[src/rtl/dsp_mac_seq.sv]
`default_nettype none
// ============================================================================
// Module   : dsp_mac_seq
// Brief    : Streams operand pairs through an external DSP48A1 slice as a
//            multiply-accumulate job and captures the accumulated result.
// Revision : 1.0 - initial release
// ============================================================================
module dsp_mac_seq #(
    parameter int LEN_W = 8
) (
    input  logic             CLK,
    input  logic             RST_N,
    input  logic             START,
    input  logic [LEN_W-1:0] LEN,
    input  logic             SUB,
    input  logic             IN_VALID,
    output logic             IN_READY,
    input  logic [17:0]      IN_A,
    input  logic [17:0]      IN_B,
    output logic             BUSY,
    output logic [47:0]      RESULT,
    output logic             RESULT_VALID,
    output logic             OVF,
    output logic [17:0]      DSP_A,
    output logic [17:0]      DSP_B,
    output logic [17:0]      DSP_D,
    output logic [47:0]      DSP_C,
    output logic [7:0]       DSP_OPMODE,
    output logic             DSP_CE,
    output logic             DSP_RST,
    input  logic [47:0]      DSP_P,
    input  logic             DSP_CARRYOUT
);

    typedef enum logic [1:0] {
        S_IDLE  = 2'd0,
        S_RUN   = 2'd1,
        S_DRAIN = 2'd2,
        S_DONE  = 2'd3
    } state_t;

    localparam logic [1:0]       c_Z_ZERO     = 2'b00;
    localparam logic [1:0]       c_Z_P        = 2'b10;
    localparam logic [1:0]       c_X_ZERO     = 2'b00;
    localparam logic [1:0]       c_X_M        = 2'b01;
    localparam logic [2:0]       c_OPM_MID    = 3'b000;
    localparam logic [1:0]       c_DRAIN_LAST = 2'd2;
    localparam logic [LEN_W-1:0] c_LEN_ONE    = LEN_W'(1);

    state_t           r_state;
    state_t           w_state_nxt;
    logic [LEN_W-1:0] r_remaining;
    logic [1:0]       r_drain_cnt;
    logic             r_sub;
    logic             r_zero_job;
    logic             r_first_pend;
    logic             w_start;
    logic             w_handshake;
    logic             w_last;

    // Slot pipeline: stage 1 marks the cycle the pair sits on DSP_A/DSP_B,
    // stage 2 drives the matching OPMODE one cycle later.
    logic             r_slot_act;
    logic             r_slot_pair;
    logic             r_slot_first;
    logic [17:0]      r_dsp_a;
    logic [17:0]      r_dsp_b;
    logic [7:0]       r_opmode;
    logic [7:0]       w_opmode_nxt;

    logic [3:0]       r_first_dly;
    logic             r_ovf_win;
    logic             w_ovf_en;
    logic             r_ovf;
    logic [47:0]      r_result;
    logic             r_result_valid;
    logic [1:0]       r_dsp_rst_sr;

    assign w_start     = (r_state == S_IDLE) && START;
    assign w_handshake = (r_state == S_RUN) && IN_VALID;
    assign w_last      = w_handshake && (r_remaining == c_LEN_ONE);

    always_ff @(posedge CLK or negedge RST_N) begin
        if (!RST_N) begin
            r_state <= S_IDLE;
        end else begin
            r_state <= w_state_nxt;
        end
    end

    always_comb begin
        w_state_nxt = r_state;
        IN_READY    = 1'b0;
        BUSY        = 1'b0;
        case (r_state)
            S_IDLE: begin
                if (START) begin
                    w_state_nxt = (LEN == '0) ? S_DONE : S_RUN;
                end
            end
            S_RUN: begin
                IN_READY = 1'b1;
                BUSY     = 1'b1;
                if (w_last) begin
                    w_state_nxt = S_DRAIN;
                end
            end
            S_DRAIN: begin
                BUSY = 1'b1;
                if (r_drain_cnt == c_DRAIN_LAST) begin
                    w_state_nxt = S_DONE;
                end
            end
            S_DONE: begin
                BUSY        = 1'b1;
                w_state_nxt = S_IDLE;
            end
            default: begin
                w_state_nxt = S_IDLE;
            end
        endcase
    end

    always_ff @(posedge CLK or negedge RST_N) begin
        if (!RST_N) begin
            r_remaining  <= '0;
            r_sub        <= 1'b0;
            r_zero_job   <= 1'b0;
            r_first_pend <= 1'b0;
            r_drain_cnt  <= 2'd0;
        end else begin
            if (w_start) begin
                r_remaining  <= LEN;
                r_sub        <= SUB;
                r_zero_job   <= (LEN == '0);
                r_first_pend <= 1'b1;
            end else if (w_handshake) begin
                r_remaining  <= r_remaining - c_LEN_ONE;
                r_first_pend <= 1'b0;
            end
            r_drain_cnt <= (r_state == S_DRAIN) ? r_drain_cnt + 2'd1 : 2'd0;
        end
    end

    always_ff @(posedge CLK or negedge RST_N) begin
        if (!RST_N) begin
            r_slot_act   <= 1'b0;
            r_slot_pair  <= 1'b0;
            r_slot_first <= 1'b0;
            r_dsp_a      <= 18'd0;
            r_dsp_b      <= 18'd0;
            r_opmode     <= 8'h00;
        end else begin
            r_slot_act   <= (r_state == S_RUN);
            r_slot_pair  <= w_handshake;
            r_slot_first <= w_handshake && r_first_pend;
            if (w_handshake) begin
                r_dsp_a <= IN_A;
                r_dsp_b <= IN_B;
            end
            r_opmode <= w_opmode_nxt;
        end
    end

    // The first pair restarts the accumulator from zero; bubbles hold P.
    always_comb begin
        w_opmode_nxt = 8'h00;
        if (r_slot_act) begin
            if (r_slot_first) begin
                w_opmode_nxt = {r_sub, c_OPM_MID, c_Z_ZERO, c_X_M};
            end else if (r_slot_pair) begin
                w_opmode_nxt = {r_sub, c_OPM_MID, c_Z_P, c_X_M};
            end else begin
                w_opmode_nxt = {r_sub, c_OPM_MID, c_Z_P, c_X_ZERO};
            end
        end
    end

    // Carry-out becomes meaningful four cycles after the first acceptance,
    // when the first product has reached the P register.
    assign w_ovf_en = r_first_dly[3] || r_ovf_win;

    always_ff @(posedge CLK or negedge RST_N) begin
        if (!RST_N) begin
            r_first_dly <= 4'd0;
            r_ovf_win   <= 1'b0;
            r_ovf       <= 1'b0;
        end else begin
            r_first_dly <= {r_first_dly[2:0], w_handshake && r_first_pend};
            if (w_start || (r_state == S_DONE)) begin
                r_ovf_win <= 1'b0;
            end else if (r_first_dly[3]) begin
                r_ovf_win <= 1'b1;
            end
            if (w_start) begin
                r_ovf <= 1'b0;
            end else if (w_ovf_en) begin
                r_ovf <= r_ovf || DSP_CARRYOUT;
            end
        end
    end

    always_ff @(posedge CLK or negedge RST_N) begin
        if (!RST_N) begin
            r_result       <= 48'd0;
            r_result_valid <= 1'b0;
        end else begin
            r_result_valid <= (r_state == S_DONE);
            if (r_state == S_DONE) begin
                r_result <= r_zero_job ? 48'd0 : DSP_P;
            end
        end
    end

    // Hold the DSP in reset through the first full cycle after release.
    always_ff @(posedge CLK or negedge RST_N) begin
        if (!RST_N) begin
            r_dsp_rst_sr <= 2'b11;
        end else begin
            r_dsp_rst_sr <= {r_dsp_rst_sr[0], 1'b0};
        end
    end

    assign RESULT       = r_result;
    assign RESULT_VALID = r_result_valid;
    assign OVF          = r_ovf;
    assign DSP_A        = r_dsp_a;
    assign DSP_B        = r_dsp_b;
    assign DSP_D        = 18'd0;
    assign DSP_C        = 48'd0;
    assign DSP_OPMODE   = r_opmode;
    assign DSP_CE       = BUSY;
    assign DSP_RST      = r_dsp_rst_sr[1];

endmodule
`default_nettype wire

[config.mk]
export PLATFORM = sky130hd
export DESIGN_NAME = dsp_mac_seq
export DESIGN_NICKNAME = d
export VERILOG_FILES = /design/src/rtl/dsp_mac_seq.sv
export SDC_FILE = /design/constraint.sdc
export NUM_CORES = 1
export LEC_CHECK = 0
export ABC_CLOCK_PERIOD_IN_PS = 5800
export CORE_MARGIN = 3
export CORE_UTILIZATION = 40
export DETAILED_ROUTE_END_ITERATION = 16
export GPL_TIMING_DRIVEN = 0
export PLACE_DENSITY = 0.81
export SLEW_MARGIN = 20
export SYNTH_ARGS = -nofsm -noshare
export SYNTH_HDL_FRONTEND = slang
export SYNTH_SLANG_ARGS = --single-unit
[constraint.sdc]
create_clock -name CLK -period 5.8 [get_ports CLK]
set_clock_uncertainty 0.2 [all_clocks]
set_input_delay 1.16 -clock CLK [delete_from_list [all_inputs] [get_ports CLK]]
set_output_delay 1.16 -clock CLK [all_outputs]
set_load 0.02 [all_outputs]
==> flow_metrics.py, run 1 <==
metrics = {
    "place": {
        "place_hpwl_um": 9570,
        "port-buffer-count": 190,
        "globalplace.congestion": 0.836,
        "pre_cts_ws_ns": 2.65,
    },
    "pwr": {
        "intPower_mw": 2.75,
        "power_density_nw_per_um2": 542,
        "power_frac_comb_pct": 44.1,
        "clkPwrFrac_pct": 24.1,
        "peakVddDrop_v": 0.000318,
        "p_sw_share_pct": 36.4,
        "p_sw_mw": 1.57,
        "p_total_mw": 4.32,
        "p_leak_nw": 3.74,
        "sequentialPowerShare_pct": 31.7,
    },
    "synthesis": {
        "avgSynthCellArea_um2": 10.7,
        "async_reset_ff_share_pct": 100,
        "synth_top_family_by_area": "buffers and inverters",
        "yosys.area_share.simple_pct": 7.61,
        "synth_common_cells": "dfrtp_1, buf_4, inv_1, nand2_1, o21ai_1",
        "ys.warnings.count": 0,
        "ys_top_cells_by_area": "dfrtp_1, buf_4, mux2_1",
        "synth_area_leader_cell": "dfrtp_1",
        "synth_compound_gate_area_share_pct": 6.88,
        "synth_ff_type": "dfrtp_1",
        "synthAdderAreaFrac_pct": 2.02,
        "synth.most_common_cell": "dfrtp_1",
        "synth_edf_count": 0,
        "synth_cells": 463,
        "synth.top_cell.area_share_pct": 55.9,
        "yosys.cell_types.count": 31,
        "yosysSeqAreaShare_pct": 57.0,
        "synth_xor_xnor_area_share_pct": 1.23,
        "ys_seq_elements": 113,
        "synth_mux_area_share_pct": 8.79,
        "netlist_area_um2": 4970,
    },
    "sta": {
        "fmaxAchievable_mhz": 305,
        "worstMarginPinSlew_ns": 0.539,
        "maxSlewViolCount": 0,
        "min_period_over_period_pct": 56.6,
        "hold-worst-slack_ns": 0.144,
        "relSlewSlack_pct": 64.1,
        "min_period_ns": 3.28,
        "fin_ws_ns": 2.52,
        "setup_violations": 0,
        "rsz0062_at_grt": "false",
        "hold_viol": 0,
    },
    "cells_and_area": {
        "fillCellCount": 922,
        "fin_nets": 850,
        "register_area_um2": 2830,
        "diodes": 0,
        "layout-drive-gt1-share_pct": 14.9,
        "syn_to_final_growth_pct": 60.7,
        "multi_input_area_um2": 1590,
    },
    "grt": {
        "overflow": 0,
        "grt_usage_pct": 18.6,
        "grt_max_degree": 81,
        "antenna_found_initial": 0,
        "grt_pass1_wl_um": 20700,
        "grt_pass1_vias": 4192,
    },
    "detailed_routing": {
        "wl_per_cell_um": 13.3,
        "wl_um": 12300,
        "vias_per_cell": 4.30,
        "vias": 3979,
        "drt-pass1-iter-count": 4,
        "drc": 0,
        "drt_first_iter_violations": 137,
        "drtAntennaViolNets": 0,
    },
    "clock_network": {
        "clockRootBuffer": "clkbuf_16",
        "cts_tree": "yes",
        "post-cts-setup-buffers": 0,
        "path_clk_slew_ns": 0.05,
        "cts_resized": 0,
        "clock_path_buffers": 2,
        "cts_buffers": 17,
        "clk_latency_ns": 0.40,
        "cts.sinks": 113,
        "htreeDepth": 4,
        "cts_hold_buffers": 0,
    },
    "worst_setup_path": {
        "start_kind": "register",
        "end_kind": "output port",
        "r2r_cells": 5,
        "cp.required_ns": 4.44,
        "cp.arrival_ns": 1.92,
        "cp_max_fo": 6,
        "path_class": "register to output port",
    },
    "floorplan": {
        "fp.dieW_um": 117,
        "num_rows": 40,
        "die_area_um2": 13800,
        "core_area_um2": 12100,
        "start_util_pct": 41.2,
        "io_pins": 262,
        "die_y_um": 117,
    },
    "hold_path": {
        "hp-class": "register to register",
        "min_path_cells": 0,
    },
    "run": {
        "maxCapViolations": 0,
    },
    "outcome": {
        "status": "completed",
    },
}
through the flow:
stage               utilization [%]  cells  cell area [um^2]  TNS (ns)
global route                   66.2    925              7980         0
detailed placement             61.1    893              7370         0
finish                         66.2    925              7980         0
CTS                            66.2    925              7980         0
floorplan                         -    534              5230         0
global placement               60.9    892              7340    -85.85
kinds of logic (layout without fill, tap and decap cells):
kind of cell,after synthesis,after routing
adder cells (fa/ha/maj),8,8
multiplexers,39,39
flip-flops,113,113
buffers and inverters,145,368
XOR/XNOR,7,7
AO/OA/AOI/OAI,63,63
AND/OR/NAND/NOR,87,87
other,1,72
layer usage:
metal,routed length (um),vias to the layer above,GRT usage (%),part of all wire (%)
met2,6170,188,31.6,50
met1,4650,1874,20.6,38
met3,1140,24,7.33,9.3
met5,0,-,0,0
met4,308,0,8.28,2.5
li1,-,1893,-,-
layout by cell type, fill, tap and decap left out, types with 8 or more instances in the layout:
master,n
a21oi_1,9
nor2_1,14
ha_1,8
clkdlybuf4s50_1,189
clkbuf_1,16
dfrtp_1,111
inv_1,56
buf_4,72
nand2_1,56
mux2_1,37
conb_1,72
o21ai_1,48
clkbuf_16,17
power by group through the flow:
| stage | logic (mW) | registers (mW) | clock network (mW) |
|---|---|---|---|
| after floorplan | 0.639 | 1.74 | 0 |
| after global placement | 1.88 | 1.36 | 0 |
| after detailed placement | 1.93 | 1.38 | 0 |
| after CTS | 1.94 | 1.38 | 1.07 |
| after global routing | 2.07 | 1.42 | 1.11 |
| final | 1.91 | 1.37 | 1.04 |
cell type report:
cell class | count | share of cell area (%)
plain buffers | 88 | 7.52
clock buffers | 21 | 6.02
clock inverters | 11 | 1.61
inverters | 57 | 2.68
multi-input cells | 276 | 19.9
flip-flops and latches | 113 | 35.5
well taps | 168 | 2.63
repair buffers | 191 | 24.2
sequential cells by signal, summed over array words and instances, names as in the netlist:
name and cells:
DSP_A 18, RESULT_VALID 1, OVF 1, r_slot_pair 1, r_remaining 8, DSP_B 18, r_state 2, r_ovf_win 1
DSP_OPMODE 3, r_zero_job 1, r_drain_cnt 2, RESULT 48, r_slot_act 1, r_first_dly 4, r_dsp_rst_sr 2, r_sub 1
r_first_pend 1
worst paths after layout:
| kind | slack (ns) | startpoint | to |
|---|---|---|---|
| max | 2.52 | r_state[1] | IN_READY |
| min | 0.14 | r_first_dly[1] | r_first_dly[2] |
| max reg2reg | 3.54 | r_state[1] | DSP_B[8] |
| min reg2reg | 0.14 | r_first_dly[1] | r_first_dly[2] |
| max in group asynchronous | 4.24 | RST_N | r_dsp_rst_sr[0] |
| min in group asynchronous | 0.44 | RST_N | DSP_A[13] |
critical path, cell delays in order, from the launching register on:
cell,delay [ns]
dfrtp_1,0.40
inv_1,0.13
ha_1,0.32
clkdlybuf4s50_1,0.67
Note: power is estimated with default switching activity, not from simulation.
==> run 2, diff against run 1 <==
ABC_CLOCK_PERIOD_IN_PS = 3250   (was 5800)
clock period = 3.25 ns   (was 5.8 ns; I/O delays follow)
==> run 2 against run 1 <==
- critical path depth stayed put
- clock power is 79% higher
- first-iteration DRC count is 12% higher
- flip-flop and latch count stayed put
- non-clock buffer count is 1 higher
- power is 79% higher
- register-to-register slack worse by 2.6 ns
- clock-buffer cell count stayed put
- via count is 0.10% higher
- die area stayed put
- worst hold slack hardly changed
- combinational power is 79% higher
- largest cell class unchanged
- highest routed layer unchanged
==> flow_metrics.py, run 2 (synthesis gave the netlist of run 1 again) <==
metrics = {
    "floorplan": {
        "start_util_pct": 41.2,
        "die_area_um2": 13800,
        "io_pins": 262,
        "fp.dieW_um": 117,
        "core_area_um2": 12100,
        "die_y_um": 117,
        "num_rows": 40,
    },
    "sta": {
        "fmaxAchievable_mhz": 361,
        "finalSetupTns_ns": 0,
        "maxSlewViolCount": 0,
        "min_period_ns": 2.77,
        "fin_ws_ns": 0.478,
        "hold_viol": 0,
        "rsz0062_at_grt": "false",
        "worstMarginPinSlew_ns": 0.539,
        "relSlewSlack_pct": 64.1,
        "min_period_over_period_pct": 85.3,
        "hold-worst-slack_ns": 0.144,
        "setup_violations": 0,
    },
    "cells_and_area": {
        "diodes": 0,
        "layout.cells.most_common_list": "clkdlybuf4s50_1, dfrtp_1, buf_4, conb_1",
        "fin_nets": 851,
        "layout-drive-gt1-share_pct": 14.9,
        "syn_to_final_growth_pct": 60.9,
        "layout_commonest_cell": "clkdlybuf4s50_1",
        "final_core_util_pct": 66.3,
        "final_cell_area_um2": 7990,
        "fillCellCount": 921,
        "largest_reg_flops": 48,
    },
    "grt": {
        "antenna_found_initial": 0,
        "overflow": 0,
        "grt_max_degree": 81,
        "grt_pass1_wl_um": 20800,
        "grt_usage_pct": 18.6,
        "grt_pass1_vias": 4195,
    },
    "clock_network": {
        "cts_tree": "yes",
        "htreeDepth": 4,
        "clk_latency_ns": 0.40,
        "cts_buffers": 17,
        "clock_path_buffers": 2,
        "path_clk_slew_ns": 0.05,
        "cts_resized": 0,
        "clockRootBuffer": "clkbuf_16",
        "cts.sinks": 113,
    },
    "worst_setup_path": {
        "critPathBufInv": 2,
        "path_class": "register to output port",
        "cp.required_ns": 2.40,
        "path_cells": "inv_1 -> ha_1 -> clkdlybuf4s50_1",
        "cp_max_fo": 6,
        "cpPeakStageDelay_ns": 0.67,
        "cp-startpoint": "r_state[1]",
        "cp.depth": 3,
        "cpMaxStageDelayCell": "clkdlybuf4s50_1",
        "r2r_cells": 5,
        "cp.arrival_ns": 1.92,
        "crit_family": "buffers and inverters",
        "end_kind": "output port",
        "reg2reg_from": "r_state[1]",
        "start_kind": "register",
    },
    "pwr": {
        "p_leak_nw": 3.75,
        "peakVddDrop_v": 0.000568,
        "power_density_nw_per_um2": 966,
    },
    "detailed_routing": {
        "wl_um": 12300,
        "vias": 3983,
        "drtAntennaViolNets": 0,
        "wl_per_cell_um": 13.3,
        "drc": 0,
        "drt_first_iter_violations": 154,
        "vias_per_cell": 4.30,
        "drt-pass1-iter-count": 4,
    },
    "place": {
        "globalplace.congestion": 0.836,
        "pre_cts_ws_ns": 0.610,
        "place_hpwl_um": 9570,
        "post_dp_cell_area_um2": 7370,
        "port-buffer-count": 190,
    },
    "outcome": {
        "status": "completed",
    },
    "hold_path": {
        "min_from": "r_first_dly[1]",
        "min_path_cells": 0,
        "hp-class": "register to register",
    },
    "run": {
        "maxCapViolations": 0,
    },
}
## run 2: cell count changes in the layout (fill, tap and decap cells not counted), sizes merged
| cell | previous run | this run |
|---|---|---|
| dlygate4sd3 | 0 | 1 |
## run 2: timing repair
item                                   CTS  global route
endpoints found under the hold margin   33             0
hold buffers                             1             0
buffers inserted                         0             0
## run 2: report_power, final
| group | total, mW | switching (mW) | internal, mW |
|---|---|---|---|
| registers | 2.45 | 0.376 | 2.07 |
| clock network | 1.86 | 0.651 | 1.21 |
| logic | 3.41 | 1.78 | 1.62 |
## run 2: path summary, 6_finish.rpt
| check | endpoint | slack, ns |
|---|---|---|
| max in group asynchronous | r_dsp_rst_sr[0] | 1.64 |
| min in group asynchronous | DSP_A[13] | 0.49 |
| worst max-delay path | IN_READY | 0.48 |
| worst min register to register | r_first_dly[2] | 0.14 |
| worst max register to register | DSP_B[8] | 0.99 |
| worst min-delay path | r_first_dly[2] | 0.14 |
## run 2: through the flow
stage                     total power, mW  cells
after floorplan                      4.24    534
after global placement               5.77    892
after detailed placement             5.91    893
after CTS                            7.82    926
after global routing                 8.21    926
final                                7.72    926
## run 2: final cells by class
type                    instances  area (um^2)  area share, %
plain buffers                  88          601           7.51
clock inverters                11          129           1.61
multi-input cells             276         1590           19.9
inverters                      57          214           2.68
clock buffers                  21          480           6.01
repair buffers                192         1940           24.3
well taps                     168          210           2.63
flip-flops and latches        113         2830           35.4
## run 2: per-layer routing
layer | up-vias | wire, um | part of all wire [%] | global-route usage (%)
met2 | 188 | 6210 | 51 | 31.6
met1 | 1875 | 4650 | 38 | 20.6
met4 | 0 | 308 | 2.5 | 8.28
li1 | 1896 | - | - | -
met3 | 24 | 1110 | 9.1 | 7.28
met5 | - | 0 | 0 | 0
